$ cat src/rtl/edge_evt_pkg.sv
// Shared constants and helpers for the edge-event arbiter.
package edge_evt_pkg;

  localparam logic EVT_FALL = 1'b0;
  localparam logic EVT_RISE = 1'b1;

  // Round-robin increment with wrap at n.
  function automatic int unsigned rr_next(input int unsigned idx, input int unsigned n);
    return (idx + 1 >= n) ? 0 : idx + 1;
  endfunction

endpackage

$ cat src/rtl/edge_det.sv
// Per-channel edge detector with rise/fall pending bits, age order and sticky overflow.
module edge_det
  import edge_evt_pkg::*;
(
  input  logic clk,
  input  logic rst,
  input  logic sig,
  input  logic en,
  input  logic grant_rise,
  input  logic grant_fall,
  input  logic ovf_clr,
  output logic rise_pend,
  output logic fall_pend,
  output logic order,
  output logic ovf,
  output logic pend_nxt_c
);

  logic prev_q;
  logic rise_det;
  logic fall_det;
  logic r_keep;
  logic f_keep;
  logic rise_nxt;
  logic fall_nxt;
  logic order_nxt;
  logic ovf_nxt;

  // order holds the type of the older pending event; a same-cycle grant plus new edge counts as fresh.
  always_comb begin
    rise_det   = en & sig & ~prev_q;
    fall_det   = en & ~sig & prev_q;
    r_keep     = rise_pend & ~grant_rise;
    f_keep     = fall_pend & ~grant_fall;
    rise_nxt   = r_keep | rise_det;
    fall_nxt   = f_keep | fall_det;
    order_nxt  = order;
    if (rise_det && !r_keep) begin
      order_nxt = f_keep ? EVT_FALL : EVT_RISE;
    end else if (fall_det && !f_keep) begin
      order_nxt = r_keep ? EVT_RISE : EVT_FALL;
    end
    ovf_nxt    = (ovf & ~ovf_clr) | (rise_det & r_keep) | (fall_det & f_keep);
    pend_nxt_c = rise_nxt | fall_nxt;
  end

  always_ff @(posedge clk) begin
    if (rst) begin
      prev_q    <= 1'b0;
      rise_pend <= 1'b0;
      fall_pend <= 1'b0;
      order     <= 1'b0;
      ovf       <= 1'b0;
    end else begin
      prev_q    <= sig;
      rise_pend <= rise_nxt;
      fall_pend <= fall_nxt;
      order     <= order_nxt;
      ovf       <= ovf_nxt;
    end
  end

endmodule

$ cat src/rtl/edge_event_arbiter.sv
// Multi-channel edge-event queue sharing one valid/ready event port via round-robin.
module edge_event_arbiter
  import edge_evt_pkg::*;
#(
  parameter int unsigned N_CH = 4,
  parameter int unsigned CH_W = $clog2(N_CH)
) (
  input  logic            clk,
  input  logic            rst,
  input  logic [N_CH-1:0] sig,
  input  logic [N_CH-1:0] en,
  output logic            evt_valid,
  input  logic            evt_ready,
  output logic [CH_W-1:0] evt_ch,
  output logic            evt_rise,
  output logic [N_CH-1:0] ovf,
  input  logic [N_CH-1:0] ovf_clr,
  output logic            busy
);

  logic [N_CH-1:0] rise_pend;
  logic [N_CH-1:0] fall_pend;
  logic [N_CH-1:0] order;
  logic [N_CH-1:0] pend_nxt;
  logic [N_CH-1:0] pend_any;
  logic [N_CH-1:0] grant_rise;
  logic [N_CH-1:0] grant_fall;
  logic [CH_W-1:0] ptr;
  logic [CH_W-1:0] ptr_nxt;
  logic [CH_W-1:0] cand;
  logic [CH_W-1:0] gidx;
  logic [CH_W-1:0] ch_nxt;
  logic            slot_free;
  logic            found;
  logic            sel_rise;
  logic            valid_nxt;
  logic            rise_nxt;

  for (genvar i = 0; i < int'(N_CH); i++) begin : g_det
    edge_det u_det (
      .clk        (clk),
      .rst        (rst),
      .sig        (sig[i]),
      .en         (en[i]),
      .grant_rise (grant_rise[i]),
      .grant_fall (grant_fall[i]),
      .ovf_clr    (ovf_clr[i]),
      .rise_pend  (rise_pend[i]),
      .fall_pend  (fall_pend[i]),
      .order      (order[i]),
      .ovf        (ovf[i]),
      .pend_nxt_c (pend_nxt[i])
    );
  end

  // Round-robin scan from ptr; the grant only fires when the output slot is free.
  always_comb begin
    pend_any   = rise_pend | fall_pend;
    slot_free  = ~evt_valid | evt_ready;
    found      = 1'b0;
    gidx       = '0;
    cand       = '0;
    for (int unsigned k = 0; k < N_CH; k++) begin
      cand = CH_W'((32'(ptr) + k) % N_CH);
      if (!found && pend_any[cand]) begin
        found = 1'b1;
        gidx  = cand;
      end
    end
    sel_rise   = rise_pend[gidx] & (~fall_pend[gidx] | (order[gidx] == EVT_RISE));
    grant_rise = '0;
    grant_fall = '0;
    valid_nxt  = evt_valid;
    ch_nxt     = evt_ch;
    rise_nxt   = evt_rise;
    ptr_nxt    = ptr;
    if (slot_free) begin
      if (found) begin
        if (sel_rise) grant_rise[gidx] = 1'b1;
        else          grant_fall[gidx] = 1'b1;
        valid_nxt = 1'b1;
        ch_nxt    = gidx;
        rise_nxt  = sel_rise ? EVT_RISE : EVT_FALL;
        ptr_nxt   = CH_W'(rr_next(32'(gidx), N_CH));
      end else begin
        valid_nxt = 1'b0;
      end
    end
  end

  always_ff @(posedge clk) begin
    if (rst) begin
      evt_valid <= 1'b0;
      evt_ch    <= '0;
      evt_rise  <= 1'b0;
      ptr       <= '0;
      busy      <= 1'b0;
    end else begin
      evt_valid <= valid_nxt;
      evt_ch    <= ch_nxt;
      evt_rise  <= rise_nxt;
      ptr       <= ptr_nxt;
      busy      <= (|pend_nxt) | valid_nxt;
    end
  end

endmodule

$ cat config.mk
export PLATFORM = sky130hd
export DESIGN_NAME = edge_event_arbiter
export DESIGN_NICKNAME = d
export VERILOG_FILES = /design/src/rtl/edge_evt_pkg.sv /design/src/rtl/edge_det.sv /design/src/rtl/edge_event_arbiter.sv
export SDC_FILE = /design/constraint.sdc
export NUM_CORES = 1
export LEC_CHECK = 0
export CORE_MARGIN = 5
export CORE_UTILIZATION = 50
export DETAILED_ROUTE_END_ITERATION = 8
export GPL_TIMING_DRIVEN = 1
export HOLD_SLACK_MARGIN = 0.12
export PLACE_DENSITY_LB_ADDON = 0.12
export SKIP_LAST_GASP = 1
export SYNTH_ARGS = -nofsm -noshare
export SYNTH_HDL_FRONTEND = slang
export SYNTH_HIERARCHICAL = 1
export SYNTH_SLANG_ARGS = --single-unit
$ cat constraint.sdc
create_clock -name clk -period 3.25 [get_ports clk]
set_input_delay 0.325 -clock clk [delete_from_list [all_inputs] [get_ports clk]]
set_output_delay 0.325 -clock clk [all_outputs]
set_load 0.1 [all_outputs]
======== After elaboration in Yosys (flattened, before gate mapping) ========
Cells that the tools add are included.
word-level totals
  bits in registers ....................... 27
  memories ................................ 0
  word-level logic and storage cells ...... 198
  output and inout port bits .............. 9
  RAM bits ................................ 0
  latch bits .............................. 0
  bits of input ports ..................... 15
  bits in read-only memories .............. 0
cells by class
  div/mod/pow operators ................... 0
  reduce and logical (&&, ||, !) cells .... 29
  eq/ne operators ......................... 0
  magnitude comparators ................... 7
  muxes and demuxes ....................... 50
  bitwise operators ....................... 83
  multiply operators ...................... 0
  $add $sub $neg .......................... 4
  shift-type cells ........................ 0
operators with widths
  cell                                                         number
  bitwise AND 1 bit                                            37
  2-to-1 mux 1 bit                                             31
  2-to-1 mux 4 bit                                             6
  bitwise OR 1 bit                                             23
  inverter 1 bit                                               22
  less-than comparator 2 x 3 -> 1 bit (second input constant)  5
  binary-select mux 1 bit (select 2 bit)                       7
  logical AND 1 bit                                            12
  logical NOT 1 bit                                            11
  2-to-1 mux 2 bit                                             5
  nonzero test 2 bit                                           4
  adder 2 bit (second input constant)                          2
  bitwise OR 4 bit                                             1
  OR reduction 4 bit                                           1
  adder 2 x 1 -> 3 bit (second input constant)                 1
  >= comparator 3 bit (second input constant)                  1
  adder 2 x 1 -> 2 bit (second input constant)                 1
  demux 1 bit (select 2 bit)                                   1
  >= comparator 2 x 1 -> 1 bit (second input constant)         1
  AND reduction 2 bit                                          1

======== Depth between registers and ports, before layout ========
  depth in word-level cells ............... 27
  mapped depth ............................ 12
  mapped depth without buffers ............ 12

======== Cells and area by module ========
Netlist, hierarchy kept.
modules (own cells, without submodules)
  module              cells an instance  sequential area each (µm²)  area each (µm²)  times used
  edge_det            25                 100.1                       216.5            4
  edge_event_arbiter  72                 140.1                       578.1            1

======== Least setup slack after synthesis ========
Ideal clock, no wire load.
  kind .................................... register to register
  start point ............................. register g_det[0].u_det.fall_pend
  end point ............................... register busy
  setup slack ............................. 0.909 ns
  stages on the path, launching flop included .. 11
  clock period less this slack ............ 2.341 ns
  data arrival time ....................... 2.199 ns
  buffers on the path ..................... 0
  data required time ...................... 3.108 ns
  setup time .............................. 0.142 ns
  cells stage by stage .................... dfxtp_1 -> or2_4 -> a211o_1 -> a22o_1 -> a311o_1 -> a21oi_1 -> nor2b_2 -> nor2_2 -> nand2_1 -> nor4_1 -> a31oi_1
between the ends
  longest elaborated chain between the ends .. 27
  elaborated cells on any way between the ends .. 75
  those cells by class .................... order compare (2); mux (32); bitwise (33); reduce/logical (8)
RTL lines
  item                                                       line                       source
  from (decl)                                                edge_det.sv:13             output logic fall_pend,
  from (signal assigned)                                     edge_det.sv:57             fall_pend <= fall_nxt;
  branches (longest 19 deep; another with bitwise OR 4 bit)  -
  2-to-1 mux 4 bit *                                         edge_event_arbiter.sv:78   if (found) begin
  2-to-1 mux 4 bit *                                         edge_event_arbiter.sv:77   if (slot_free) begin
  named net grant_fall[1]                                    edge_event_arbiter.sv:27   logic [N_CH-1:0] grant_fall;
  inverter 1 bit *                                           edge_det.sv:34             f_keep = fall_pend & ~grant_fall;
  bitwise AND 1 bit *                                        edge_det.sv:34
  bitwise OR 1 bit *                                         edge_det.sv:36             fall_nxt = f_keep | fall_det;
  bitwise OR 1 bit *                                         edge_det.sv:44             pend_nxt_c = rise_nxt | fall_nxt;
  named net pend_nxt[1]                                      edge_event_arbiter.sv:24   logic [N_CH-1:0] pend_nxt;
  OR reduction 4 bit *                                       edge_event_arbiter.sv:103  busy <= (|pend_nxt) | valid_nxt;
  bitwise OR 1 bit *                                         edge_event_arbiter.sv:103
  to (signal assigned)                                       edge_event_arbiter.sv:103
  to (decl)                                                  edge_event_arbiter.sv:18   output logic busy
Mark *: on every way through the listed nets, which the timed path passes. The select of a mux whose other input is x is not followed.
A chain may end at the register's enable or synchronous reset.

======== Final worst setup path ========
  start point ............................. register ptr[1]
  end point ............................... register busy
between the ends
  longest elaborated chain between the ends .. 26
  elaborated cells on any way between the ends .. 77
  those cells by class .................... add/sub (3); order compare (2); mux (32); bitwise (32); reduce/logical (8)
RTL lines
  item                                                                         line                       source
  from (decl)                                                                  edge_event_arbiter.sv:28   logic [CH_W-1:0] ptr;
  from (signal assigned)                                                       edge_event_arbiter.sv:102  ptr <= ptr_nxt;
  branches (longest 11 deep; another with adder 2 x 1 -> 2 bit)                -
  2-to-1 mux 2 bit *                                                           edge_event_arbiter.sv:65   if (!found && pend_any[cand]) begin
  named net gidx[0]                                                            edge_event_arbiter.sv:31   logic [CH_W-1:0] gidx;
  branches (longest 5 deep; another with less-than comparator 2 x 3 -> 1 bit)  -
  2-to-1 mux 4 bit *                                                           edge_event_arbiter.sv:79   if (sel_rise) grant_rise[gidx] = 1'b1;
  2-to-1 mux 4 bit *                                                           edge_event_arbiter.sv:78
  2-to-1 mux 4 bit *                                                           edge_event_arbiter.sv:77
  named net grant_fall[1]                                                      edge_event_arbiter.sv:27
  inverter 1 bit *                                                             edge_det.sv:34
  bitwise AND 1 bit *                                                          edge_det.sv:34
  bitwise OR 1 bit *                                                           edge_det.sv:36
  bitwise OR 1 bit *                                                           edge_det.sv:44
  named net pend_nxt[1]                                                        edge_event_arbiter.sv:24
  OR reduction 4 bit *                                                         edge_event_arbiter.sv:103
  bitwise OR 1 bit *                                                           edge_event_arbiter.sv:103
Marked as above.

==> flow_metrics.tcl <==
set metrics [dict create \
    status "finished, final reports clean" \
    core_um2 2760 \
    synth_edf_count 0 \
    cts-root-buf "clkbuf_4" \
    r2r_cells 10 \
    required_ns 3.42 \
    insertion_delay_ns 0.31 \
    grt_overflow_total 0 \
    peakVddDrop_uv 327 \
    r2r_start "ptr[1]" \
    grt_pass1_vias 1260 \
    r2r_end "busy" \
    clk_pin_slew_ns 0.14 \
    num_antenna_cells 0 \
    synth_top_area_cell "dfxtp_1" \
    crit_path_end_kind "register" \
    min_from "evt_ch[0]" \
    synth_seq_cells 27 \
    relSlewSlack 0.318 \
    nFillCells 256 \
    drt_iter0_drc 43 \
    grt_usage 0.157 \
    p_leak_uw 0.000712 \
    num_rows 19 \
    synth_area_leaders "dfxtp_1 37%, nor2b_1 9.1%, nor2_1 6.8%" \
    cts_hold_buf 0 \
    layout_min_cycle_time_ns 2.88 \
    worst_setup_path_start_kind "register" \
    ys_async_sr_fraction 0 \
    dr.pass1.iters 4 \
    die_area_um2 4060 \
    worstMarginPinSlew_ns 1.02 \
    vias 1294 \
    setup_violations 0 \
    fmax_ghz 0.348 \
    synth_top_area_frac 0.374 \
    netlist_instances 172 \
    cts.sinks 27 \
    dieHeight_um 63.7 \
    drt-total-wl_um 3080 \
    min_to "evt_ch[0]" \
    drc 0 \
    grt_max_degree 29 \
    fin_nets 217 \
    cp_slowest_stage_delay_ns 0.61 \
    yosysSeqAreaShare 0.374 \
    cts_resized 0 \
    synth_cell_types 39 \
    tns_ns 0 \
    syn2layout_area_growth_pct 19.4 \
    synth_fp_nets 191 \
    clockBufferDepth 2 \
    drv_slew 0 \
    ys_warn_count 6 \
    r2r_setup_slack_ns 0.37 \
    wl_per_cell_um 13.5 \
    cts_tree "done" \
    cp_max_fo 9 \
    numPortBuffers 23 \
    grt_pass1_wl_um 5360 \
    yosysMostFrequentCell "dfxtp_1" \
    finalClockSkew_ns 0.00307 \
    dp_hpwl_um 2370 \
    antenna_left 0 \
    post-route-period-util 0.885 \
    worstSetupPathType "reg -> reg" \
    drive_gt1_frac 0.107 \
    routabilityCongestion 0.832 \
    rsz0062_at_grt "false" \
    syn_area_per_cell_um2 8.39 \
    path_cells "nor3_1 -> a211oi_1 -> a311oi_2 -> o211ai_1 -> a21oi_1 -> nor2b_2 -> nor2_2 -> nand2_1 -> nor4_1 -> a31oi_1" \
    synthFlopType "dfxtp_1" \
    ios 24 \
    start_util 0.524 \
    hold_path.class "reg -> reg" \
    hold_viol 0 \
    fp.dieW_um 63.7 \
    cpMaxStageDelayCell "a311oi_2" \
    cts_buffers 3 \
    syn-cell-area_um2 1440 \
    htreeDepth 1 \
    crit_arrival_ns 3.05 \
    viasPerCell 5.68 \
    maxCapViolCount 0 \
    hold_depth 2 \
    antenna_found_initial 0 \
    power_density_nw_per_um2 473 \
    finalPower_uw 815 \
    synth_commonest_cells "27 x dfxtp_1, 26 x nor2_1, 21 x nor2b_1" \
    cts_setup_buffers 0 \
]
final cells by class:
type	instances	area [um^2]	area share
Multi-Input combinational cell	136	862	0.500
Tap cell	31	38.8	0.0225
Sequential cell	27	541	0.313
Clock buffer	4	26.3	0.0152
Inverter	7	26.3	0.0152
Timing Repair Buffer	23	230	0.134
routing by layer:
layer,up-vias,part of all wire,GRT usage
li1,656,-,-
met1,616,0.47,0.203
met2,20,0.50,0.274
met3,2,0.031,0.0210
met4,0,0.0045,0.0390
met5,-,0,0
sequential cells by signal, summed over array words and instances (netlist names):
signal	cells
g_det.u_det/fall_pend	4
g_det.u_det/order	4
g_det.u_det/ovf	4
g_det.u_det/prev_q	4
g_det.u_det/rise_pend	4
evt_ch	2
ptr	2
busy	1
evt_rise	1
evt_valid	1
power by group:
| part | switching, uW | internal, uW | leakage [uW] | total [uW] |
|---|---|---|---|---|
| clock | 93.4 | 47.9 | 0.0000150 | 141 |
| combinational | 185 | 105 | 0.000475 | 290 |
| sequential | 24.8 | 358 | 0.000222 | 383 |
| total | 304 | 511 | 0.000712 | 815 |
stage by stage:
step           cell area [um^2]  worst slack, ns  hold slack [ns]  std cells   util
6_report                   1720            0.373            0.524        228  0.625
5_1_grt                    1720            0.134            0.552        228  0.625
4_1_cts                    1720            0.358            0.526        228  0.625
3_5_place_dp               1700            0.345            0.493        224  0.616
3_3_place_gp               1700            0.405            0.483        224  0.616
2_1_floorplan              1440            0.909            0.394        172      -
worst max-delay path: cells and delay by family, from the launching register on:
| kind | cells | cell delay (ns) |
|---|---|---|
| AO/OA/AOI/OAI | 5 | 1.43 |
| AND/OR/NAND/NOR | 5 | 0.89 |
| flip-flops | 1 | 0.41 |
cells in the final DEF, fill, tap and decap left out, types with 2 or more instances in the layout:
cell type / count
dfxtp_1: 27
nor2_1: 26
clkdlybuf4s50_1: 23
nor2b_1: 21
nand2_1: 12
o21ai_1: 8
inv_1: 7
a21oi_1: 6
nor3_1: 5
a31oi_1: 5
ha_1: 4
and3b_2: 4
and3b_1: 4
nor2b_2: 4
nor2_2: 4
a221oi_1: 4
a211oi_1: 3
o21ai_0: 3
mux2i_1: 3
clkbuf_4: 3
nor4_1: 2
worst max-delay path by stage:
stage / to / start / slack [ns] / cells past startpoint
3_3_place_gp: busy / evt_ready / 0.41 / 10
2_1_floorplan: busy / g_det[0].u_det/fall_pend / 0.91 / 10
6_report: busy / ptr[1] / 0.37 / 10
4_1_cts: busy / ptr[1] / 0.36 / 10
3_5_place_dp: busy / evt_ready / 0.35 / 10
5_1_grt: busy / ptr[1] / 0.13 / 10
kinds of logic (layout without fill, tap and decap cells):
group / Yosys count / after routing / synth area share
AOI/OAI and AO/OA: 40 / 40 / 0.192
and+or+nand+nor: 89 / 89 / 0.349
adders and majority gates: 4 / 4 / 0.0347
muxes: 3 / 3 / 0.0208
DFF: 27 / 27 / 0.374
buffers and inverters: 9 / 34 / 0.0286
(Power assumes the default switching activity.)
==> RTL edit: new RTL, same settings <==
Set the parameter `N_CH` to 8 (it was 4).
--- a/src/rtl/edge_event_arbiter.sv
+++ b/src/rtl/edge_event_arbiter.sv
@@ -3,5 +3,5 @@
   import edge_evt_pkg::*;
 #(
-  parameter int unsigned N_CH = 4,
+  parameter int unsigned N_CH = 8,
   parameter int unsigned CH_W = $clog2(N_CH)
 ) (
Interface: changed (5 resized); port bits go from 24 to 41. No check against the original RTL was run, so the function may have changed too.
==> RTL edit against the unedited design <==
The run now ends with setup timing left. Critical endpoint unchanged. Largest cell class unchanged. Final area grew to 3.3 times the old value. Sequential cell count rose by 22. Global-route usage rose by 12 points. Critical path type unchanged. Routed wire length grew to 4.0 times the old value. Sequential power rose by 94%. Setup slack lost 1400 ps. Via count rose to 3.1 times the old value. Power rose to 7.9 times the old value. Largest power group is now combinational logic. Synthesized area rose to 2.6 times the old value.
==> RTL edit: results (changes against the unedited design) <==
The run gives -1320 ps (-1670 ps) as the pre-CTS setup slack. The total track usage is 27.5% (+12 points). The count of clock-net buffers in the final layout is 5 (+1), and the number of setup violations in the final report is 36 (+36).

The final total negative setup slack was -24,300 ps (-24,300 ps); the switching power total was 2850 µW (+840%). The tools report the proportion of power drawn by combinational gates as 80.2% (+45 points). The count of placed standard cells in the final layout, fillers left out was 713 (+210%). The tools report the startpoint of the lowest-slack hold path as evt_ch[0]$_SDFFE_PP0P_. The number of nets in the final layout came out at 643 (+200%).

The data arrival time of the worst path was 4420 ps (+1370 ps); the clock-pin slew reported for the worst setup and hold paths after clock tree synthesis was 100 ps (-40 ps). The run gives 26.5% (-11 points) as the post-synthesis sequential area ratio. The register area was 991 µm² (+83%).

The tools report the buffer count from post-CTS setup fixing as 26 (+26). The count of H-tree levels built during CTS is 2 (+1). In this run the clock root is driven by a clkbuf_8. The wire length per cell came out at 17.3 µm (+28%).

For the detailed router's first-iteration violation count, the log shows 241 (+460%). Buffer count excluding the clock tree in the final layout: 183 (+700%). The count of inverters not on the clock network in the layout works out to 10 (+3). The flow ran to the end, but the final reports show violations. The run gives 49 (+81%) as the total number of sequential cells.

The proportion of cell area occupied by multi-input gates is 51.0% (+0.95 points). The cell depth of the worst flop-to-flop path is 20 (+10), and the total via count after detailed routing is 4,035 (+210%). Clock buffer and inverter area fraction after layout: 2.39% (+0.86 points).

Counting instances in the post-synthesis netlist gives the leading cell types as nor2_1 (66), dfxtp_1 (49), nor2b_1 (41). The worst supply voltage drop on vdd was 0.656 mV (+100%); the maximum number of pins on one net before global-route repair was 51 (+76%). The instance area at placement came out at 5070 µm² (+200%). The tools report the number of multi-input combinational cells in the layout as 364 (+170%). For the power dissipated in combinational cells, the log shows 5150 µW (+1700%). The worst setup skew after layout was 11.9 ps (+8.83 ps). From synthesis to final layout, the design area changed by 55.6%. The multiplexer share of the synthesized area is 12.8% (+11 points).

The largest stage delay on the critical path works out to 550 ps (-60 ps). The run gives 0.913 (+9.8%) as the last weighted congestion value of the routability-driven placer. The leakage power of the design is 0.00243 µW (+240%). The fraction of synthesized cell area in xor and xnor cells came out at 1.69% (+1.7 points). Clock network power share: 8.2% (-9.2 points). The fraction of the mapped netlist area in compound gates is 20.8% (+1.6 points). The final reports fail on setup timing.

The first-pass GRT wire length was 19.7 mm (+270%); the setup slack of the critical path after layout was -1020 ps (-1390 ps). The origin of the worst setup path is ptr[0]$_SDFFE_PP0P_. The tools report the number of placed instances, taps included as 675 (+200%). By area the synthesized netlist is led by dfxtp_1 (26%), nor2b_1 (6.9%), nor2_1 (6.7%). The non-clock buffer share of cell area came out at 26.5% (+13 points).

The slowest stage of the critical path is the or4bb_4 cell. The count of port buffers added during placement was 40 (+74%). The post-route worst hold slack is 505 ps (-18.5 ps).

The group that draws the most power in this run is combinational logic. The maximum fanout along the worst path is 7 (-2). The adder-cell share of the synthesized area was 1.01% (-2.5 points). The mean instance size in the synthesized netlist works out to 8.55 µm² (+1.8%). The post-CTS resize count was 42 (+42); the share of cells above drive strength 1 was 45.6% (+35 points).
==> RTL edit: cell count changes after synthesis, sizes merged, moves of 9 or more <==
cell,change
nor2,+45
nand2,+26
nor2b,+24
dfxtp,+22
mux2i,+13
o21ai,+12
mux4,+11
nor3,+10
a31oi,+9
==> RTL edit: routing by layer <==
metal  track usage, %  up-vias  wire (µm)
met4             11.0        0        444
met1             31.9     1921       5000
met3             4.30       40        479
li1                 -     1950          -
met5                0        -          0
met2             49.8      124       6380
==> RTL edit: kinds of logic (layout without fill, tap and decap cells) <==
group / Yosys count / count (layout)
buffers and inverters: 22 / 201
adders and majority gates: 3 / 3
muxes: 30 / 31
DFF: 49 / 49
and+or+nand+nor: 224 / 224
xor gates and xnor gates: 5 / 5
AOI/OAI and AO/OA: 101 / 101
